===== src/rtl/victim_way_select_pkg.sv =====
// Shared cache definitions for the victim way selector.
//
// Contents:
//   NUM_WAYS_DEFAULT  default associativity (power of two, >= 2)
//   NUM_SETS_DEFAULT  default number of sets (power of two)
//   vws_state_e       handshake FSM state type
package victim_way_select_pkg;

  localparam int unsigned NUM_WAYS_DEFAULT = 4;
  localparam int unsigned NUM_SETS_DEFAULT = 16;

  typedef enum logic [0:0] {
    StIdle,
    StResp
  } vws_state_e;

endpackage


===== src/rtl/way_decoder.sv =====
// Binary way index to one-hot way write-enable decoder.
//
// Ports:
//   idx  in  WAY_W     binary way index
//   oh   out NUM_WAYS  one-hot decode of idx (bit idx set)
module way_decoder
  import victim_way_select_pkg::*;
#(
  parameter int unsigned NUM_WAYS = NUM_WAYS_DEFAULT,
  parameter int unsigned WAY_W    = $clog2(NUM_WAYS)
) (
  input  logic [WAY_W-1:0]    idx,
  output logic [NUM_WAYS-1:0] oh
);

  always_comb begin
    oh = '0;
    for (int i = 0; i < int'(NUM_WAYS); i++) begin
      if (idx == WAY_W'(i)) begin
        oh[i] = 1'b1;
      end
    end
  end

endmodule


===== src/rtl/victim_way_select.sv =====
// Victim way selector for a set-associative cache.
//
// On an accepted request the victim is the lowest-index invalid way of the
// set; if the set is full, the set's round-robin pointer picks the victim and
// advances when the response is consumed. One request per two cycles.
//
// Ports:
//   clk             in   1         clock, rising edge
//   rst_n           in   1         asynchronous active-low reset
//   req_valid       in   1         victim request present
//   req_ready       out  1         high while idle
//   req_set         in   SET_W     set index of the miss
//   req_line_valid  in   NUM_WAYS  per-way valid bits of that set
//   rsp_valid       out  1         victim result present
//   rsp_ready       in   1         consumer accepts the result
//   rsp_way_idx     out  WAY_W     binary victim way
//   rsp_way_oh      out  NUM_WAYS  one-hot victim way write-enable
//   rsp_by_rr       out  1         1 = round-robin pick, 0 = invalid way
//   flush           in   1         synchronous clear of all pointers
module victim_way_select
  import victim_way_select_pkg::*;
#(
  parameter int unsigned NUM_WAYS = NUM_WAYS_DEFAULT,
  parameter int unsigned NUM_SETS = NUM_SETS_DEFAULT,
  parameter int unsigned WAY_W    = $clog2(NUM_WAYS),
  parameter int unsigned SET_W    = $clog2(NUM_SETS)
) (
  input  logic                clk,
  input  logic                rst_n,
  input  logic                req_valid,
  output logic                req_ready,
  input  logic [SET_W-1:0]    req_set,
  input  logic [NUM_WAYS-1:0] req_line_valid,
  output logic                rsp_valid,
  input  logic                rsp_ready,
  output logic [WAY_W-1:0]    rsp_way_idx,
  output logic [NUM_WAYS-1:0] rsp_way_oh,
  output logic                rsp_by_rr,
  input  logic                flush
);

  vws_state_e state_q, state_d;

  logic [WAY_W-1:0] ptr_q [NUM_SETS];
  logic [WAY_W-1:0] ptr_d [NUM_SETS];

  logic [WAY_W-1:0] way_idx_q, way_idx_d;
  logic             by_rr_q, by_rr_d;
  logic [SET_W-1:0] set_q, set_d;

  logic             req_fire;
  logic             rsp_fire;
  logic             inv_found;
  logic [WAY_W-1:0] inv_idx;

  assign req_fire = (state_q == StIdle) && req_valid;
  assign rsp_fire = (state_q == StResp) && rsp_ready;

  // Lowest-index invalid way: scan downwards so the last hit is the lowest.
  always_comb begin
    inv_found = 1'b0;
    inv_idx   = '0;
    for (int i = int'(NUM_WAYS) - 1; i >= 0; i--) begin
      if (!req_line_valid[i]) begin
        inv_found = 1'b1;
        inv_idx   = WAY_W'(i);
      end
    end
  end

  // Next state
  always_comb begin
    state_d = state_q;
    unique case (state_q)
      StIdle:  if (req_valid) state_d = StResp;
      StResp:  if (rsp_ready) state_d = StIdle;
      default: state_d = StIdle;
    endcase
  end

  // Response capture: inputs are only looked at on acceptance.
  always_comb begin
    way_idx_d = way_idx_q;
    by_rr_d   = by_rr_q;
    set_d     = set_q;
    if (req_fire) begin
      way_idx_d = inv_found ? inv_idx : ptr_q[req_set];
      by_rr_d   = ~inv_found;
      set_d     = req_set;
    end
  end

  // Pointer update; flush overrides an advance in the same cycle.
  always_comb begin
    ptr_d = ptr_q;
    if (rsp_fire && by_rr_q) begin
      ptr_d[set_q] = ptr_q[set_q] + WAY_W'(1);
    end
    if (flush) begin
      ptr_d = '{default: '0};
    end
  end

  always_ff @(posedge clk or negedge rst_n) begin
    if (!rst_n) begin
      state_q   <= StIdle;
      way_idx_q <= '0;
      by_rr_q   <= 1'b0;
      set_q     <= '0;
      ptr_q     <= '{default: '0};
    end else begin
      state_q   <= state_d;
      way_idx_q <= way_idx_d;
      by_rr_q   <= by_rr_d;
      set_q     <= set_d;
      ptr_q     <= ptr_d;
    end
  end

  assign req_ready   = (state_q == StIdle);
  assign rsp_valid   = (state_q == StResp);
  assign rsp_way_idx = way_idx_q;
  assign rsp_by_rr   = by_rr_q;

  way_decoder #(
    .NUM_WAYS (NUM_WAYS),
    .WAY_W    (WAY_W)
  ) u_way_decoder (
    .idx (way_idx_q),
    .oh  (rsp_way_oh)
  );

`ifndef SYNTHESIS
  a_oh_onehot : assert property (@(posedge clk) disable iff (!rst_n) $onehot(rsp_way_oh));

  a_rsp_hold : assert property (@(posedge clk) disable iff (!rst_n)
    (rsp_valid && !rsp_ready) |=> (rsp_valid && $stable(rsp_way_idx) && $stable(rsp_by_rr)));

  a_ready_excl : assert property (@(posedge clk) disable iff (!rst_n)
    (req_ready != rsp_valid));
`endif

endmodule


===== config.mk =====
export PLATFORM = sky130hd
export DESIGN_NAME = victim_way_select
export DESIGN_NICKNAME = d
export VERILOG_FILES = /design/src/rtl/victim_way_select_pkg.sv /design/src/rtl/way_decoder.sv /design/src/rtl/victim_way_select.sv
export SDC_FILE = /design/constraint.sdc
export NUM_CORES = 1
export LEC_CHECK = 0
export CAP_MARGIN = 5
export CORE_UTILIZATION = 30
export DETAILED_ROUTE_END_ITERATION = 10
export PLACE_DENSITY = 0.48
export SETUP_SLACK_MARGIN = 0.15
export SLEW_MARGIN = 20
export SYNTH_ARGS = -nofsm -noshare
export SYNTH_HDL_FRONTEND = slang
export SYNTH_SLANG_ARGS = --single-unit

===== constraint.sdc =====
create_clock -name clk -period 3.04 [get_ports clk]
set_input_delay 0.456 -clock clk [delete_from_list [all_inputs] [get_ports clk]]
set_output_delay 0.456 -clock clk [all_outputs]
set_load 0.02 [all_outputs]

Yosys cells after proc, flatten, opt, wreduce, memory -nomap -nowiden
Index checks and enable logic that the tools add are counted.
{"block": "totals", "output_inout_bits": 9, "register_bits": 40}
{"block": "classes", "muxes": 27, "order_cmp": 3, "n_addsub": 1, "n_eq_ne": 3, "bitwise_logic": 4, "reduce_logical": 6}
{"op": "32-bit two-way mux", "count": 2}
{"op": "32-bit bitwise mux", "count": 1}
{"op": "2-bit two-way mux", "count": 10}
{"op": "2-bit binary-select mux with 4-bit select", "count": 2}
{"op": "5-bit >= comparator, second input constant", "count": 2}
{"op": "1-bit two-way mux", "count": 10}
{"op": "4-bit inverter with 5-bit output", "count": 2}
{"op": "2-bit demux with 4-bit select", "count": 1}
{"op": "5-bit by 1-bit less-than comparator with 1-bit output, second input constant", "count": 1}
{"op": "2-bit equality test, second input constant", "count": 2}
{"op": "1-bit logical AND", "count": 4}
{"op": "2-bit by 1-bit adder with 2-bit output, second input constant", "count": 1}
{"op": "2-bit by 1-bit equality test with 1-bit output, second input constant", "count": 1}
{"op": "2-bit zero test", "count": 1}
{"op": "1-bit inverter", "count": 2}
{"op": "1-bit case mux with 2 select lines", "count": 1}
{"op": "2-bit nonzero test", "count": 1}

Logic depth before layout (Yosys ltp)
Gate-level depths: netlist of the first run.
{"block": "depth", "word_depth": 8, "depth_mapped": 6, "mapped_depth_nobuf": 4}

Modules after synthesis
Synthesis of the first run repeated with hierarchy kept, for this count alone.
{"block": "hier_totals", "cells_unflattened": 216, "hier_area_um2": 2404.8}
{"mod": "victim_way_select", "cells_per_inst": 212, "area_each_um2": 2378.5, "instances": 1}
{"mod": "way_decoder", "cells_per_inst": 4, "area_each_um2": 26.3, "instances": 1}

Least setup slack after synthesis of the first run
OpenSTA, ideal clock, no wires.
{"block": "synth_path", "kind": "input -> register", "startpoint": "input req_set[1]", "endpoint": "register way_idx_q[1] (netlist: rsp_way_idx[1])", "n_path_buf": 1, "path_slack_ns": 1.171, "setup_time_ns": 0.124, "t_arrival_ns": 1.746, "required_ns": 2.916, "cell_stages": 5, "path_cell_list": "buf_6 mux4_2 mux2_4 a2111oi_4 o21ai_2"}
{"block": "synth_via", "elab_chain_len": 5}
{"item": "from (decl)", "line": "victim_way_select.sv:32", "source": "input logic [SET_W-1:0] req_set,"}
{"item": "4-bit inverter with 5-bit output (not written as such)", "line": "victim_way_select.sv:87", "source": "way_idx_d = inv_found ? inv_idx : ptr_q[req_set];"}
{"item": "2-bit binary-select mux with 4-bit select", "line": "victim_way_select.sv:87"}
{"item": "2-bit two-way mux (not written as such) (2 in a row)", "line": "victim_way_select.sv:87"}
{"item": "2-bit two-way mux", "line": "victim_way_select.sv:87"}
{"item": "to (signal assigned)", "line": "victim_way_select.sv:113", "source": "way_idx_q <= way_idx_d;"}
{"item": "to (decl)", "line": "victim_way_select.sv:47", "source": "logic [WAY_W-1:0] way_idx_q, way_idx_d;"}
No other way between the ends. The select of a mux whose other input is x is not followed.
A chain may end at the register's enable or synchronous reset.

Final worst setup path of the first run
Ends and elaborated chain as after synthesis.

==> metrics.txt, run 1 <==
# TYPE chip_impl_metric gauge
chip_impl_metric{name="whs",unit="ps"} 299
chip_impl_metric{name="finalSetupViolations",unit=""} 0
chip_impl_metric{name="area_growth_syn_to_layout",unit="%"} 16.0
chip_impl_metric{name="ys_types",unit=""} 42
chip_impl_metric{name="postCtsSetupRepairBufs",unit=""} 0
chip_impl_metric{name="routed_wl",unit="mm"} 5.98
chip_impl_metric{name="power-per-cell-area",unit="mW/mm^2"} 444
chip_impl_metric{name="ir_drop",unit="V"} 0.000172
chip_impl_metric{name="cts_made_buffers",unit=""} 5
chip_impl_metric{name="die_x",unit="um"} 90.2
chip_impl_metric{name="measured_slew_at_the_worst_slew_check_pin",unit="ps"} 928
chip_impl_metric{name="report.final.hold_viol_count",unit=""} 0
chip_impl_metric{name="coreArea",unit="sq mm"} 0.00737
chip_impl_metric{name="track_usage",unit="%"} 16.0
chip_impl_info{name="run_status",value="complete, no violations"} 1
chip_impl_metric{name="drt_iter0_drc",unit=""} 176
chip_impl_metric{name="die_height",unit="um"} 90.2
chip_impl_metric{name="post_cts_resized",unit=""} 0
chip_impl_metric{name="via_per_inst",unit=""} 5.27
chip_impl_info{name="critical-path-top-delay-family",value="multiplexers"} 1
chip_impl_metric{name="drt_first_pass_iters",unit=""} 4
chip_impl_info{name="cpMaxStageDelayCell",value="clkdlybuf4s50_1"} 1
chip_impl_metric{name="synth_seq_area_share",unit="%"} 42.9
chip_impl_metric{name="max_cap_violations",unit=""} 0
chip_impl_info{name="combinational_family_with_the_most_area_after_synthesis",value="simple AND/OR/NAND/NOR gates"} 1
chip_impl_metric{name="synth_cells",unit=""} 216
chip_impl_info{name="element_type_at_the_critical_path_end",value="flip-flop"} 1
chip_impl_metric{name="synth-adder-area-share",unit="%"} 0
chip_impl_metric{name="nNetsFinal",unit=""} 247
chip_impl_metric{name="vias_in_the_first_global_route",unit=""} 1841
chip_impl_metric{name="drive_gt1_share",unit="%"} 10.7
chip_impl_info{name="clock_tree.root_cell",value="clkbuf_8"} 1
chip_impl_metric{name="hpwl",unit="mm"} 4.25
chip_impl_metric{name="timing_max_transition_violations_final",unit=""} 0
chip_impl_metric{name="syn_area",unit="sq mm"} 0.00233
chip_impl_info{name="critical_path.startpoint_type",value="input port"} 1
chip_impl_metric{name="final_period_minus_worst_setup_slack",unit="ps"} 2230
chip_impl_metric{name="fin_tns_setup",unit="ps"} 0
chip_impl_metric{name="achievable-frequency",unit="MHz"} 448
chip_impl_metric{name="drc_errors",unit=""} 0
chip_impl_metric{name="gpl_wtd_cong",unit=""} 0.798
chip_impl_metric{name="crit_path_arrival_time",unit="ps"} 2410
chip_impl_metric{name="drt-wirelength-per-cell",unit="um"} 18.0
chip_impl_metric{name="worstPathBufferInverterCount",unit=""} 1
chip_impl_metric{name="portBuffers",unit=""} 21
chip_impl_metric{name="fin_skew",unit="ps"} 4.82
chip_impl_metric{name="leakage",unit="uW"} 0.00121
chip_impl_metric{name="cts.reportedPaths.clkPinSlew",unit="ps"} 80
chip_impl_metric{name="synthesis.yosys.warnings",unit=""} 0
chip_impl_metric{name="maxSlewHeadroom",unit="%"} 38.2
chip_impl_metric{name="synth_simple_gate_area_share",unit="%"} 19.2
chip_impl_metric{name="fp-row-count",unit=""} 31
chip_impl_metric{name="synth_compound_gate_area_share",unit="%"} 10.2
chip_impl_info{name="hold_crit_path_type",value="in -> async"} 1
chip_impl_metric{name="synth-xor-area-share",unit="%"} 6.01
chip_impl_metric{name="post_synth_mux_area_share",unit="%"} 17.4
chip_impl_metric{name="cts-hold-fix-buffers",unit=""} 0
chip_impl_metric{name="critical_path.max_stage_delay",unit="ps"} 640
chip_impl_metric{name="n_antenna_cell",unit=""} 0
chip_impl_metric{name="synth_nets",unit=""} 229
chip_impl_metric{name="pin_count_of_the_biggest_net_entering_global_routing",unit=""} 41
chip_impl_metric{name="critical_path.max_fanout",unit=""} 5
chip_impl_info{name="path_class",value="in -> reg"} 1
chip_impl_metric{name="min_period_over_period",unit="%"} 73.4
chip_impl_info{name="cp_cell_sequence",value="clkdlybuf4s50_1 -> mux4_1 -> mux2_4 -> a2111oi_4 -> o21ai_2"} 1
chip_impl_metric{name="cts_sinks",unit=""} 40
chip_impl_metric{name="design.die.area",unit="sq mm"} 0.00813
chip_impl_metric{name="postSynthRegisterBits",unit=""} 40
chip_impl_metric{name="dr_total_vias",unit=""} 1755
chip_impl_metric{name="initial_core_util",unit="%"} 31.6
chip_impl_info{name="rsz0062_at_grt",value="no"} 1
chip_impl_metric{name="clk_latency",unit="ps"} 290
chip_impl_metric{name="timing.critical_path.required",unit="ps"} 3220
chip_impl_metric{name="antenna_found_initial",unit=""} 0
chip_impl_metric{name="overflow_after_grt",unit=""} 0
chip_impl_metric{name="ctsLongestPathBuffers",unit=""} 2
chip_impl_metric{name="ant_nets",unit=""} 0
chip_impl_metric{name="h-tree-depth",unit=""} 2
chip_impl_metric{name="io-pin-count",unit=""} 22
chip_impl_metric{name="syn_area_per_cell",unit="sq um"} 10.8
chip_impl_metric{name="wire_length_of_the_first_global_routing_pass",unit="mm"} 10.0
chip_impl_info{name="tritoncts",value="built"} 1
-- path summary, 6_finish.rpt --
check / startpoint / endpoint / slack, ps / cells after the start
worst min register to register: ptr_q[15]$_DFFE_PN0P_ / ptr_q[15]$_DFFE_PN0P_ / 550 / 2
worst max-delay path: req_set[1] / rsp_way_idx[1]$_DFFE_PN0P_ / 810 / 5
worst max register to register: set_q[0]$_DFFE_PN0P_ / ptr_q[0]$_DFFE_PN0P_ / 830 / 4
max in group asynchronous: rst_n / set_q[0]$_DFFE_PN0P_ / 2160 / 1
min in group clk: ptr_q[15]$_DFFE_PN0P_ / ptr_q[15]$_DFFE_PN0P_ / 550 / 2
worst min-delay path: rst_n / ptr_q[21]$_DFFE_PN0P_ / 300 / 1
-- Yosys cell counts (all sizes together) --
master / n / area (sq um)
xor2: 14 / 123
a31oi: 6 / 37.5
buf: 4 / 41.3
and4: 3 / 26.3
a31o: 1 / 8.76
nand2b: 1 / 6.26
nand3b: 8 / 60.1
nand4b: 1 / 8.76
clkbuf: 9 / 33.8
nor3b: 2 / 15.0
o21ai: 15 / 78.8
mux4: 12 / 289
or3: 4 / 25.0
a2111oi: 1 / 27.5
nand2: 13 / 48.8
and4b: 1 / 10.0
inv: 6 / 22.5
nor2: 21 / 78.8
dfrtp: 40 / 1000
mux2: 3 / 37.5
nand3: 7 / 35.0
or2: 2 / 12.5
nand4: 7 / 43.8
xnor2: 2 / 17.5
a311oi: 3 / 26.3
nor3: 3 / 15.0
a211oi: 1 / 7.51
a211o: 1 / 8.76
mux2i: 8 / 80.1
a32o: 1 / 10.0
a22o: 1 / 8.76
a21oi: 5 / 25.0
and2: 2 / 12.5
nor2b: 7 / 43.8
and3: 1 / 6.26
-- logic make-up (layout without fill, tap and decap cells) --
logic type	after synthesis	count (layout)
AND/OR/NAND/NOR	83	83
XOR/XNOR	16	16
multiplexers	23	23
buffers and inverters	19	37
AO/OA/AOI/OAI	35	35
flip-flops	40	40
-- power by group --
| group | leakage [uW] | internal [uW] | switching, uW | total (uW) |
|---|---|---|---|---|
| sequential | 0.000548 | 549 | 53.4 | 603 |
| clock | 0.0000503 | 202 | 190 | 393 |
| combinational | 0.000616 | 87.7 | 116 | 204 |
| total | 0.00121 | 840 | 360 | 1200 |
-- flip-flops by register name (all words and copies together) (netlist names) --
register	flops
rsp_way_idx	2
set_q	4
ptr_q	32
rsp_by_rr	1
rsp_valid	1
-- routing by layer --
metal / track usage [%] / up-vias / wire length (um)
li1: - / 828 / -
met1: 21.4 / 864 / 2720
met2: 26.0 / 55 / 2890
met3: 2.88 / 8 / 290
met4: 5.65 / 0 / 80
met5: 0 / - / 0
-- stage by stage --
stage	area (sq um)	std cells	total power, uW	utilization [%]	setup slack [ps]
final	2710	333	1200	36.7	808
after global routing	2710	333	1260	36.7	622
after CTS	2710	333	1210	36.7	803
after detailed placement	2610	326	819	35.4	487
after global placement	2610	326	819	35.4	516
after floorplan	2330	216	720	-	1170
-- layout by cell type, fill, tap and decap left out, types with 3 or more instances in the layout --
| cell type | instances |
|---|---|
| nor2_1 | 21 |
| dfrtp_1 | 40 |
| a311oi_1 | 3 |
| nand3b_1 | 8 |
| and4_1 | 3 |
| nor2b_1 | 7 |
| o21ai_1 | 9 |
| clkbuf_8 | 7 |
| clkdlybuf4s50_1 | 20 |
| xor2_1 | 14 |
| nand3_1 | 7 |
| or3_1 | 4 |
| nand4_1 | 7 |
| nand2_1 | 13 |
| o21ai_0 | 5 |
| mux4_2 | 7 |
| mux2i_1 | 8 |
| buf_4 | 3 |
| a21oi_1 | 5 |
| inv_1 | 6 |
| a31oi_1 | 6 |
| nor3_1 | 3 |
| mux4_1 | 5 |
-- layout make-up --
| cell class | count | area, sq um |
|---|---|---|
| inverters | 6 | 22.5 |
| well taps | 99 | 124 |
| multi-input cells | 157 | 1230 |
| flip-flops and latches | 40 | 1000 |
| clock buffers | 7 | 96.3 |
| repair buffers | 24 | 228 |
| fillers | 737 | 4660 |
Power figures use the tool's default switching activity.
==> run 2, diff against run 1 <==
==> constraint.sdc (replaced) <==
create_clock -name clk -period 2.2 [get_ports clk]
set_input_delay 0.33 -clock clk [delete_from_list [all_inputs] [get_ports clk]]
set_output_delay 0.33 -clock clk [all_outputs]
set_load 0.02 [all_outputs]
==> metrics.txt, run 2 (synthesized netlist as in run 1, its figures left out) <==
# TYPE chip_impl_metric gauge
chip_impl_info{name="mostFrequentLayoutCells",value="40 x dfrtp_1, 21 x nor2_1, 19 x clkdlybuf4s50_1, 14 x xor2_1"} 1
chip_impl_info{name="registers.top_by_ff_count",value="ptr_q"} 1
chip_impl_metric{name="gpl_wtd_cong",unit=""} 0.800
chip_impl_metric{name="cts.reportedPaths.clkPinSlew",unit="ps"} 80
chip_impl_metric{name="maxSlewHeadroom",unit="%"} 64.4
chip_impl_metric{name="die_x",unit="um"} 90.2
chip_impl_metric{name="worstPathBufferInverterCount",unit=""} 0
chip_impl_info{name="clock_tree.root_cell",value="clkbuf_8"} 1
chip_impl_metric{name="max_cap_violations",unit=""} 0
chip_impl_metric{name="drc_errors",unit=""} 0
chip_impl_metric{name="via_per_inst",unit=""} 5.03
chip_impl_metric{name="power_report.internal_total",unit="uW"} 1170
chip_impl_metric{name="cts_sinks",unit=""} 40
chip_impl_metric{name="initial_core_util",unit="%"} 31.6
chip_impl_metric{name="nNetsFinal",unit=""} 258
chip_impl_metric{name="ctsLongestPathBuffers",unit=""} 2
chip_impl_metric{name="routed_wl",unit="mm"} 5.77
chip_impl_metric{name="fin_skew",unit="ps"} 5.71
chip_impl_metric{name="fillerInstances",unit=""} 777
chip_impl_metric{name="fin_tns_setup",unit="ps"} 0
chip_impl_metric{name="finalSetupViolations",unit=""} 0
chip_impl_info{name="tritoncts",value="built"} 1
chip_impl_metric{name="timing_max_transition_violations_final",unit=""} 0
chip_impl_metric{name="portBuffers",unit=""} 21
chip_impl_info{name="critical_path.startpoint_type",value="flip-flop"} 1
chip_impl_metric{name="power_frac_seq",unit="%"} 49.5
chip_impl_metric{name="clock_power_share",unit="%"} 30.8
chip_impl_metric{name="layout.core_utilization",unit="%"} 37.8
chip_impl_metric{name="drt_iter0_drc",unit=""} 155
chip_impl_metric{name="crit_path_arrival_time",unit="ps"} 2150
chip_impl_metric{name="h-tree-depth",unit=""} 2
chip_impl_metric{name="ir_drop",unit="V"} 0.000201
chip_impl_metric{name="design.die.area",unit="sq mm"} 0.00813
chip_impl_metric{name="measured_slew_at_the_worst_slew_check_pin",unit="ps"} 531
chip_impl_metric{name="wire_length_of_the_first_global_routing_pass",unit="mm"} 9.64
chip_impl_metric{name="critical_path.max_stage_delay",unit="ps"} 600
chip_impl_metric{name="fp-row-count",unit=""} 31
chip_impl_info{name="r2r_start",value="set_q[0]$_DFFE_PN0P_"} 1
chip_impl_info{name="hold_crit_path_type",value="in -> async"} 1
chip_impl_metric{name="cts_made_buffers",unit=""} 5
chip_impl_metric{name="antenna_found_initial",unit=""} 0
chip_impl_metric{name="leakage",unit="uW"} 0.00127
chip_impl_metric{name="drt-wirelength-per-cell",unit="um"} 16.7
chip_impl_metric{name="placed_area",unit="sq mm"} 0.00268
chip_impl_metric{name="pin_count_of_the_biggest_net_entering_global_routing",unit=""} 33
chip_impl_info{name="path_class",value="reg -> reg"} 1
chip_impl_info{name="critical-path-top-delay-family",value="flip-flops"} 1
chip_impl_metric{name="ff2ff_path_depth",unit=""} 4
chip_impl_metric{name="worstSetupPathDepth",unit=""} 4
chip_impl_metric{name="power-per-cell-area",unit="mW/mm^2"} 594
chip_impl_info{name="cpMaxStageDelayCell",value="dfrtp_1"} 1
chip_impl_metric{name="hpwl",unit="mm"} 4.35
chip_impl_metric{name="pwr-share-comb",unit="%"} 19.7
chip_impl_metric{name="power_switching",unit="uW"} 488
chip_impl_metric{name="drive_gt1_share",unit="%"} 13.8
chip_impl_metric{name="final_period_minus_worst_setup_slack",unit="ps"} 1940
chip_impl_metric{name="vias_in_the_first_global_route",unit=""} 1679
chip_impl_metric{name="n_antenna_cell",unit=""} 0
chip_impl_metric{name="clk_latency",unit="ps"} 290
chip_impl_metric{name="area_growth_syn_to_layout",unit="%"} 19.5
chip_impl_info{name="run_status",value="complete, no violations"} 1
chip_impl_metric{name="io-pin-count",unit=""} 22
chip_impl_metric{name="drt_first_pass_iters",unit=""} 4
chip_impl_metric{name="die_height",unit="um"} 90.2
chip_impl_metric{name="largest_register_ffs",unit=""} 32
chip_impl_metric{name="report.final.hold_viol_count",unit=""} 0
chip_impl_metric{name="overflow_after_grt",unit=""} 0
chip_impl_metric{name="whs",unit="ps"} 478
chip_impl_metric{name="min_period_over_period",unit="%"} 88.1
chip_impl_info{name="crit_path_start",value="set_q[0]$_DFFE_PN0P_"} 1
chip_impl_metric{name="power_switching_share",unit="%"} 29.5
chip_impl_metric{name="final_instance_area",unit="sq mm"} 0.00279
chip_impl_metric{name="ant_nets",unit=""} 0
chip_impl_metric{name="achievable-frequency",unit="MHz"} 516
chip_impl_metric{name="track_usage",unit="%"} 15.5
chip_impl_metric{name="coreArea",unit="sq mm"} 0.00737
chip_impl_info{name="layout.cells.most_common",value="dfrtp_1"} 1
chip_impl_info{name="rsz0062_at_grt",value="no"} 1
chip_impl_metric{name="dr_total_vias",unit=""} 1734
chip_impl_metric{name="critical_path.max_fanout",unit=""} 8
chip_impl_info{name="cp_cell_sequence",value="mux4_2 -> nor2b_1 -> a211o_1 -> o21ai_1"} 1
chip_impl_metric{name="timing.critical_path.required",unit="ps"} 2410
chip_impl_info{name="element_type_at_the_critical_path_end",value="flip-flop"} 1
[run 2: changes by cell type in the layout (fill, tap and decap cells not counted), sizes merged]
cell,before,now
dlymetal6s2s,0,1
dlygate4sd3,0,1
clkbuf,7,8
clkdlybuf4s50,20,19
buf,4,14
[run 2: power groups by stage]
stage | sequential (uW) | clock [uW] | combinational [uW]
floorplan | 809 | 0 | 185
global route | 828 | 563 | 357
finish | 818 | 510 | 326
detailed placement | 833 | 0 | 328
CTS | 819 | 527 | 330
global placement | 833 | 0 | 325
[run 2: per-layer routing]
layer	up-vias	routed length, um	GRT usage [%]
li1	849	-	-
met1	839	2930	22.5
met2	38	2520	22.4
met3	8	206	3.21
met4	0	115	5.78
met5	-	0	0
[run 2: worst paths after layout]
path	end	slack, ps
max in group asynchronous	ptr_q[22]$_DFFE_PN0P_	1190
max reg2reg	ptr_q[4]$_DFFE_PN0P_	260
min reg2reg	ptr_q[15]$_DFFE_PN0P_	550
min	ptr_q[26]$_DFFE_PN0P_	480
min in group clk	set_q[1]$_DFFE_PN0P_	540
max	ptr_q[4]$_DFFE_PN0P_	260
[run 2: layout make-up]
cell class,count,area [sq um],area share (%)
inverter,6,22.5,0.808
multi-input combinational,157,1230,44.3
timing repair buffer,35,315,11.3
sequential,40,1000,35.9
tap,99,124,4.45
clock buffer,8,90.1,3.23
[run 2: metrics by stage]
step                setup WS (ps)  power (uW)  std cells
floorplan                     457         995        216
global placement             -122        1160        336
detailed placement           -135        1160        336
CTS                           173        1680        345
global route                  156        1750        345
finish                        263        1650        345
[run 2: worst reg2reg max path: cells and delay by family, from the launching register on]
kind	cells	cell delay (ps)
simple gates	1	140
mux	1	540
flops	1	600
compound gates	2	590
[run 2: timing repair]
item | in CTS | in global routing
gates resized for setup | 0 | 1
hold buffers | 1 | 0
buffers inserted | 0 | 0
endpoints found under the hold margin | 14 | 0
setup endpoints to repair | 0 | 1
